**src/rtl/syn_pkg.sv**
```systemverilog
// Shared types and default frame timing for the master sync-line scheduler
// and the slave sync receivers that decode its frames.
package syn_pkg;

  typedef enum logic [1:0] {
    IDLE  = 2'd0,
    PRE   = 2'd1,
    DATA  = 2'd2,
    GUARD = 2'd3
  } syn_state_t;

  localparam logic [2:0] OWNER_SYNC = 3'd7;
  localparam int         PAYLOAD_W  = 8;

  localparam int DEF_PRE_CYC   = 3;
  localparam int DEF_BIT_CYC   = 5;
  localparam int DEF_GUARD_CYC = 10;
  localparam int DEF_SEC_DIV   = 10000000;

endpackage

```
**src/rtl/syn_rr_arb.sv**
```systemverilog
// Combinational round-robin priority encoder: the first asserted request at
// or above ptr wins, otherwise the lowest asserted request wraps around.
module syn_rr_arb #(
  parameter int NREQ = 4,
  parameter int IW   = $clog2(NREQ)
) (
  input  logic [NREQ-1:0] req,
  input  logic [IW-1:0]   ptr,
  output logic            valid,
  output logic [IW-1:0]   idx
);

  logic [NREQ-1:0] upper_req;

  genvar gi;
  generate
    for (gi = 0; gi < NREQ; gi++) begin : g_mask
      assign upper_req[gi] = req[gi] && (IW'(gi) >= ptr);
    end
  endgenerate

  // Scanning high to low leaves the lowest set index in idx.
  always_comb begin
    valid = |req;
    idx   = '0;
    for (int i = NREQ - 1; i >= 0; i--) begin
      if (req[i]) idx = IW'(i);
    end
    if (|upper_req) begin
      for (int i = NREQ - 1; i >= 0; i--) begin
        if (upper_req[i]) idx = IW'(i);
      end
    end
  end

endmodule

```
**src/rtl/syn_tx_sched.sv**
```systemverilog
// Sync-line scheduler: arbitrates requesters and the seconds broadcast, then
// serialises one byte as preamble, 8 MSB-first bits and a low guard period.
module syn_tx_sched
  import syn_pkg::*;
#(
  parameter int NREQ      = 4,
  parameter int PRE_CYC   = DEF_PRE_CYC,
  parameter int BIT_CYC   = DEF_BIT_CYC,
  parameter int GUARD_CYC = DEF_GUARD_CYC,
  parameter int SEC_DIV   = DEF_SEC_DIV
) (
  input  logic                   clk_10M,
  input  logic                   rst_n,
  input  logic                   sync_en,
  input  logic [NREQ-1:0]        req,
  input  logic [NREQ*8-1:0]      req_data,
  output logic [NREQ-1:0]        gnt,
  output logic                   data_to_slave,
  output logic                   busy,
  output logic                   frame_done,
  output logic [2:0]             owner,
  output logic [7:0]             sec_cnt,
  output logic                   sync_drop
);

  localparam int IW = $clog2(NREQ);
  // Timing parameters must each lie in 1..255 to fit the phase counter.
  localparam logic [7:0]  PRE_LAST   = 8'(PRE_CYC - 1);
  localparam logic [7:0]  BIT_LAST   = 8'(BIT_CYC - 1);
  localparam logic [7:0]  GUARD_LAST = 8'(GUARD_CYC - 1);
  localparam logic [23:0] TICK_LAST  = 24'(SEC_DIV - 1);

  syn_state_t             state_reg;
  logic [PAYLOAD_W-1:0]   shift_reg;
  logic [7:0]             phase_reg;
  logic [2:0]             bit_cnt_reg;
  logic [IW-1:0]          ptr_reg;
  logic [23:0]            tick_reg;
  logic                   sync_pend_reg;

  logic                   arb_valid;
  logic [IW-1:0]          arb_idx;
  logic [IW-1:0]          ptr_next;
  logic                   tick_wrap;
  logic                   sync_take;
  logic [PAYLOAD_W-1:0]   req_bytes [NREQ];

  genvar gi;
  generate
    for (gi = 0; gi < NREQ; gi++) begin : g_bytes
      assign req_bytes[gi] = req_data[gi*8 +: 8];
    end
  endgenerate

  syn_rr_arb #(.NREQ(NREQ), .IW(IW)) u_arb (
    .req   (req),
    .ptr   (ptr_reg),
    .valid (arb_valid),
    .idx   (arb_idx)
  );

  assign ptr_next  = (arb_idx == IW'(NREQ - 1)) ? '0 : arb_idx + IW'(1);
  assign tick_wrap = sync_en && (tick_reg == TICK_LAST);
  assign sync_take = (state_reg == IDLE) && sync_pend_reg;

  // A second tick while a broadcast is still waiting is reported, not queued.
  always_ff @(posedge clk_10M or negedge rst_n) begin
    if (!rst_n) begin
      tick_reg      <= '0;
      sync_pend_reg <= 1'b0;
      sec_cnt       <= '0;
      sync_drop     <= 1'b0;
    end else begin
      sync_drop <= 1'b0;
      if (!sync_en) begin
        tick_reg      <= '0;
        sync_pend_reg <= 1'b0;
      end else if (tick_wrap) begin
        tick_reg      <= '0;
        sec_cnt       <= sec_cnt + 8'd1;
        sync_pend_reg <= 1'b1;
        sync_drop     <= sync_pend_reg;
      end else begin
        tick_reg <= tick_reg + 24'd1;
        if (sync_take) sync_pend_reg <= 1'b0;
      end
    end
  end

  always_ff @(posedge clk_10M or negedge rst_n) begin
    if (!rst_n) begin
      state_reg     <= IDLE;
      shift_reg     <= '0;
      phase_reg     <= '0;
      bit_cnt_reg   <= '0;
      ptr_reg       <= '0;
      gnt           <= '0;
      data_to_slave <= 1'b0;
      busy          <= 1'b0;
      frame_done    <= 1'b0;
      owner         <= '0;
    end else begin
      gnt        <= '0;
      frame_done <= 1'b0;
      case (state_reg)
        IDLE: begin
          phase_reg   <= '0;
          bit_cnt_reg <= '0;
          if (sync_pend_reg) begin
            state_reg     <= PRE;
            shift_reg     <= sec_cnt;
            owner         <= OWNER_SYNC;
            data_to_slave <= 1'b1;
            busy          <= 1'b1;
          end else if (arb_valid) begin
            state_reg     <= PRE;
            shift_reg     <= req_bytes[arb_idx];
            owner         <= 3'(arb_idx);
            gnt[arb_idx]  <= 1'b1;
            ptr_reg       <= ptr_next;
            data_to_slave <= 1'b1;
            busy          <= 1'b1;
          end else begin
            data_to_slave <= 1'b0;
          end
        end
        PRE: begin
          if (phase_reg == PRE_LAST) begin
            state_reg     <= DATA;
            phase_reg     <= '0;
            data_to_slave <= shift_reg[7];
          end else begin
            phase_reg <= phase_reg + 8'd1;
          end
        end
        DATA: begin
          if (phase_reg == BIT_LAST) begin
            phase_reg <= '0;
            if (bit_cnt_reg == 3'd7) begin
              state_reg     <= GUARD;
              data_to_slave <= 1'b0;
            end else begin
              bit_cnt_reg   <= bit_cnt_reg + 3'd1;
              shift_reg     <= {shift_reg[6:0], 1'b0};
              data_to_slave <= shift_reg[6];
            end
          end else begin
            phase_reg <= phase_reg + 8'd1;
          end
        end
        GUARD: begin
          data_to_slave <= 1'b0;
          if (phase_reg == GUARD_LAST) begin
            state_reg  <= IDLE;
            busy       <= 1'b0;
            frame_done <= 1'b1;
          end else begin
            phase_reg <= phase_reg + 8'd1;
          end
        end
        default: state_reg <= IDLE;
      endcase
    end
  end

endmodule

```
**config.mk**
```make
export PLATFORM = sky130hd
export DESIGN_NAME = syn_tx_sched
export DESIGN_NICKNAME = d
export VERILOG_FILES = /design/src/rtl/syn_pkg.sv /design/src/rtl/syn_rr_arb.sv /design/src/rtl/syn_tx_sched.sv
export SDC_FILE = /design/constraint.sdc
export NUM_CORES = 1
export LEC_CHECK = 0
export CORE_ASPECT_RATIO = 0.9
export CORE_MARGIN = 3
export CORE_UTILIZATION = 55
export CTS_BUF_LIST = sky130_fd_sc_hd__clkbuf_4 sky130_fd_sc_hd__clkbuf_8
export CTS_CLUSTER_SIZE = 8
export DETAILED_ROUTE_END_ITERATION = 10
export PLACE_DENSITY = 0.87
export SLEW_MARGIN = 25
export SYNTH_ARGS = -nofsm -noshare
export SYNTH_HDL_FRONTEND = slang
export SYNTH_SLANG_ARGS = --single-unit
export TNS_END_PERCENT = 20
```
**constraint.sdc**
```tcl
create_clock -name clk_10M -period 7.7 [get_ports clk_10M]
set_clock_uncertainty 0.05 [all_clocks]
set_input_delay 1.54 -clock clk_10M [delete_from_list [all_inputs] [get_ports clk_10M]]
set_output_delay 1.54 -clock clk_10M [all_outputs]
set_load 0.02 [all_outputs]
```
After elaboration in Yosys (flattened, before gate mapping)

Index checks and enable logic that the tools add are counted.

Bits of input ports: 39
Bits in registers: 67
Output and inout port bits: 19
Word-level logic and storage cells: 124

Add/subtract/negate cells: 5
Bitwise operators: 2
Reductions and logical operators: 21
Magnitude comparators: 7
Equal/unequal tests: 17
Muxes and demuxes: 58

Operators by type and width:

| cell                                           | count |
|---|---|
| 2-to-1 mux 8 bit                               | 9 |
| 2-to-1 mux 24 bit                              | 2 |
| 2-to-1 mux 2 bit                               | 16 |
| one-hot mux 8 bit (4 select lines)             | 1 |
| adder 24 x 1 -> 24 bit (second input constant) | 1 |
| == test 24 bit (second input constant)         | 1 |
| adder 8 x 1 -> 8 bit (second input constant)   | 2 |
| binary-select mux 8 bit (select 2 bit)         | 1 |
| 2-to-1 mux 1 bit                               | 16 |
| one-hot mux 8 bit (2 select lines)             | 1 |
| 2-to-1 mux 3 bit                               | 4 |
| 2-to-1 mux 4 bit                               | 3 |
| != test 2 bit (second input constant)          | 6 |
| AND reduction 3 bit                            | 3 |
| == test 8 x 2 -> 1 bit (second input constant) | 1 |
| == test 8 x 3 -> 1 bit (second input constant) | 1 |
| == test 8 x 4 -> 1 bit (second input constant) | 1 |
| one-hot mux 2 bit (4 select lines)             | 1 |
| OR reduction 4 bit                             | 2 |
| logical AND 1 bit                              | 7 |
| == test 2 bit (second input constant)          | 3 |
| one-hot mux 3 bit (2 select lines)             | 1 |
| AND reduction 2 bit                            | 3 |
| nonzero test 2 bit                             | 3 |
| 19 further kinds                               | 21 |

Depth between registers and ports, before layout

Word-level depth: 16
Mapped depth: 9
Mapped depth without buffers: 7

Modules after synthesis

From an unflattened synthesis, not the netlist that was laid out.

Cells, all modules: 355
Area total of the unflattened synthesis: 3782.4 µm²

Modules (own cells, without submodules):

| module       | cells an instance | times used | seq. area each (µm²) | area each (µm²) |
|---|---|---|---|---|
| syn_tx_sched | 343               | 1          | 1676.6               | 3709.8 |
| syn_rr_arb   | 12                | 1          | 0.0                  | 72.6 |

Worst setup path before layout

No wires, ideal clock.

Kind: input port to flip-flop
Start point: input port req[1]
End point: register shift_reg[5]
Buffers on the path: 1
Stages: 7
Data arrival time: 3.255 ns
Path slack: 4.266 ns
Path through: a21bo_2 a221oi_2 clkinv_1 buf_1 mux2_2 a221oi_1 a21oi_1

Word-level cells in the longest chain between the ends: 14

RTL lines:

| what                                                | line                | source |
|---|---|---|
| start, declared                                     | syn_tx_sched.sv:15  | `input logic [NREQ-1:0] req,` |
| 2-to-1 mux 2 bit (2 in a row)                       | syn_rr_arb.sv:27    | `if (req[i]) idx = IW'(i);` |
| 2-to-1 mux 2 bit (4 in a row)                       | syn_rr_arb.sv:31    | `if (upper_req[i]) idx = IW'(i);` |
| 2-to-1 mux 2 bit                                    | syn_rr_arb.sv:29    | `if (\|upper_req) begin` |
| NOT 2 -> 3 bit (implied by the code)                | syn_tx_sched.sv:117 | `shift_reg <= req_bytes[arb_idx];` |
| binary-select mux 8 bit (select 2 bit)              | syn_tx_sched.sv:117 |  |
| 2-to-1 mux 8 bit (implied by the code) (2 in a row) | syn_tx_sched.sv:117 |  |
| 2-to-1 mux 8 bit                                    | syn_tx_sched.sv:115 | `end else if (arb_valid) begin` |
| 2-to-1 mux 8 bit                                    | syn_tx_sched.sv:109 | `if (sync_pend_reg) begin` |
| one-hot mux 8 bit (2 select lines)                  | syn_tx_sched.sv:105 | `case (state_reg)` |
| end signal, assigned                                | syn_tx_sched.sv:111 | `shift_reg <= sec_cnt;` |
| end signal, assigned                                | syn_tx_sched.sv:117 |  |
| end signal, assigned                                | syn_tx_sched.sv:144 | `shift_reg <= {shift_reg[6:0], 1'b0};` |
| end, declared                                       | syn_tx_sched.sv:34  | `logic [PAYLOAD_W-1:0] shift_reg;` |

Several ways; a longest one is shown, not always the timed one. The select of a mux whose other input is x is not followed.
A chain may end at the register's enable or synchronous reset.

Worst setup path in the final report

Ends and elaborated chain as after synthesis.

==> flow_summary_export.csv <==
group,metric,value,unit
critical_path,worstPathRequired,7880,ps
final_layout,final_nets,485,
die,core,0.00632,mm²
detailed_routing,antenna_left,0,
critical_path,r2r_start,"phase_reg[5]",
cts,cts_hold_buf,0,
global_routing,grt-ovfl-total,0,
global_routing,grt_usage,0.240,
detailed_routing,routed_wl,8470,µm
synth,ys_types,53,
sta,hold_violations,0,
synth,syn_inst,371,
critical_path,rr_endpoint,"state_reg[1]",
cts,cts_made_buffers,9,
synth,synth_nets,426,
final_layout,largest_reg_flops,24,
critical_path,worst_r2r_path_depth,5,
synth,synth_area_leaders,"dfrtp_1, ha_1, xnor2_1",
synth,syn_area,0.00369,mm²
die,fp.dieW,92.3,µm
sta,finalSetupTns,0,ps
cts,cts_tree,"yes",
sta,drv_slew,0,
synth,synth-edff-count,0,
outcome,outcome,"finished clean",
critical_path,cp_cell_sequence,"clkdlybuf4s50_1 > a21bo_2 > a221oi_2 > clkinv_1 > mux2_2 > a221oi_1 > a21oi_1",
final_layout,drive_above_1_share,0.0876,
critical_path,critPathMaxFanout,16,
synth,synth_warnings,0,
synth,synth_seq_area_share,0.455,
global_routing,grt_pass1_vias,3097,
job,maxCapViolCount,0,
critical_path,worst-path-buf-inv,2,
power_and_ir_drop,leakage,0.00205,µW
global_routing,grt_max_degree,68,
sta,worst_slew_pin_slew,948,ps
cts,path_clk_slew,70,ps
detailed_routing,via_per_inst,5.73,
cts,clockBufferDepth,2,
die,ios,58,
detailed_routing,drtIter0Drc,163,
synth,netlist_top_cells_count,"dfrtp_1, nor2_1, nand2_1",
final_layout,fillers,471,
final_layout,diodes,0,
synth,synth_largest_area_cell,"dfrtp_1",
critical_path,ff2ff_setup_slack,4810,ps
sta,period_minus_slack,4090,ps
synth,synth_most_common_cell,"dfrtp_1",
detailed_routing,via_count,2983,
die,die-area,0.00772,mm²
sta,setup_violations,0,
critical_path,arrival,4270,ps
final_layout,syn_to_final_growth,23.0,%
placed_design,gp_congestion,0.824,
critical_path,slowest_delay,600,ps
placed_design,dpl.hpwl,6010,µm
sta,post-route-period-util,0.531,
global_routing,grt_pass1_wl,14800,µm
die,fp.dieH,83.7,µm
cts,clock_sinks,67,
detailed_routing,route.detailed.drc,0,
die,rows,27,
power_and_ir_drop,peakVddDrop,0.0953,mV
worst_hold_path,hold_depth,1,
detailed_routing,drtPass1Iterations,4,
sta,timing.hold.ws,403,ps
critical_path,slowest_stage,"clkinv_1",
cts,cts_resized,0,
critical_path,cp_top_family,"compound AO/OA/AOI/OAI gates",
sta,slew_headroom,0.363,
critical_path,crit_type,"input port to register",
worst_hold_path,hold_class,"register to register",
placed_design,io_buffers,57,
die,floorplan.initialDensity,0.584,
synth,synthArstFlopShare,1.00,
cts,clk_latency,350,ps
sta,timing.fmax,245,MHz
global_routing,antenna_found_initial,0,
worst_hold_path,worstHoldStart,"tick_reg[0]",
synth,synth-main-ff-cell,"dfrtp_1",
critical_path,worstSetupStartpointType,"input port",
synth,synth-seq-cells,67,
synth,synth_area_per_cell,9.94,µm²
cts,post_cts_buffers,0,
critical_path,crit_path_end_kind,"register",
power_and_ir_drop,power_density,156,mW/mm²
sta,rsz0062_at_grt,"false",
cts,cts-htree-levels,3,
cts,cts_root_buf,"clkbuf_8",
worst_hold_path,min_to,"tick_reg[0]",
detailed_routing,wl_per_cell,16.3,µm
synth,synth_top_area_frac,0.455,
[placed cells by master (no fill, tap or decap), types with 2 or more instances in the layout]
master	Yosys	final
clkbuf_8	0	11
nor4_1	2	2
a221oi_1	6	6
a21oi_1	11	11
a21o_1	6	6
a22o_1	3	3
or3_1	2	2
xnor2_1	21	21
nor3b_1	3	3
dfrtp_1	67	67
xor2_1	14	14
o22ai_1	3	3
nand3_1	13	13
mux2_2	11	11
clkdlybuf4s50_1	0	56
nor2_1	39	39
o21ai_0	3	3
or4_1	2	2
inv_1	17	17
ha_1	16	16
and2_1	10	10
o31ai_1	3	3
nor3_1	10	9
buf_4	0	2
nand4_1	11	11
and4_1	3	3
and3_1	7	7
nand2b_1	9	9
clkbuf_4	0	3
a211oi_1	2	2
nand2_1	33	33
mux2i_1	11	11
[area by class of cell]
class	count	area [µm²]	area share
repair buffers	60	588	0.130
flip-flops and latches	67	1680	0.370
clock inverters	2	35.0	0.00772
inverters	18	67.6	0.0149
multi-input cells	274	1890	0.417
clock buffers	13	166	0.0367
well taps	87	109	0.0240
[logic make-up (layout without fill, tap and decap cells)]
group           count (synthesis)  in the layout  share of synthesized area
simple gates                  149            149                      0.203
flops                          67             67                      0.455
compound gates                 52             52                      0.108
xor+xnor                       35             35                     0.0831
buf+inv                        30             93                     0.0333
mux                            22             22                     0.0635
fa+ha+maj                      16             16                     0.0543
[metrics by stage]
step,util,setup WS (ps),std cells,power [µW],area [µm²]
2_1_floorplan,-,4270,371,382,3690
3_3_place_gp,0.684,2880,505,412,4320
3_5_place_dp,0.684,2700,505,414,4320
4_1_cts,0.716,3060,520,714,4520
5_1_grt,0.718,3420,521,737,4540
6_report,0.718,3610,521,708,4540
[where the power goes]
part / internal, µW / switching [µW] / leakage, µW / total (µW)
combinational: 28.1 / 25.0 / 0.00107 / 53.1
sequential: 353 / 1.16 / 0.000878 / 355
clock: 172 / 128 / 0.000106 / 301
[worst max-delay path by stage]
stage          slack (ps)            to  cells past startpoint    from
3_5_place_dp         2700  shift_reg[5]                      7  req[1]
4_1_cts              3060  shift_reg[5]                      7  req[1]
3_3_place_gp         2880  shift_reg[3]                      7  req[1]
2_1_floorplan        4270  shift_reg[5]                      7  req[1]
5_1_grt              3420  shift_reg[1]                      7  req[1]
6_report             3610  shift_reg[5]                      7  req[1]
[layer usage]
metal | share of wire | global-route usage | vias to the layer above
met5 | 0 | 0 | -
met4 | 0.019 | 0.0850 | 0
met3 | 0.047 | 0.0631 | 16
met2 | 0.51 | 0.401 | 83
met1 | 0.43 | 0.300 | 1466
li1 | - | - | 1418
Note: power is estimated with default switching activity, not from simulation.
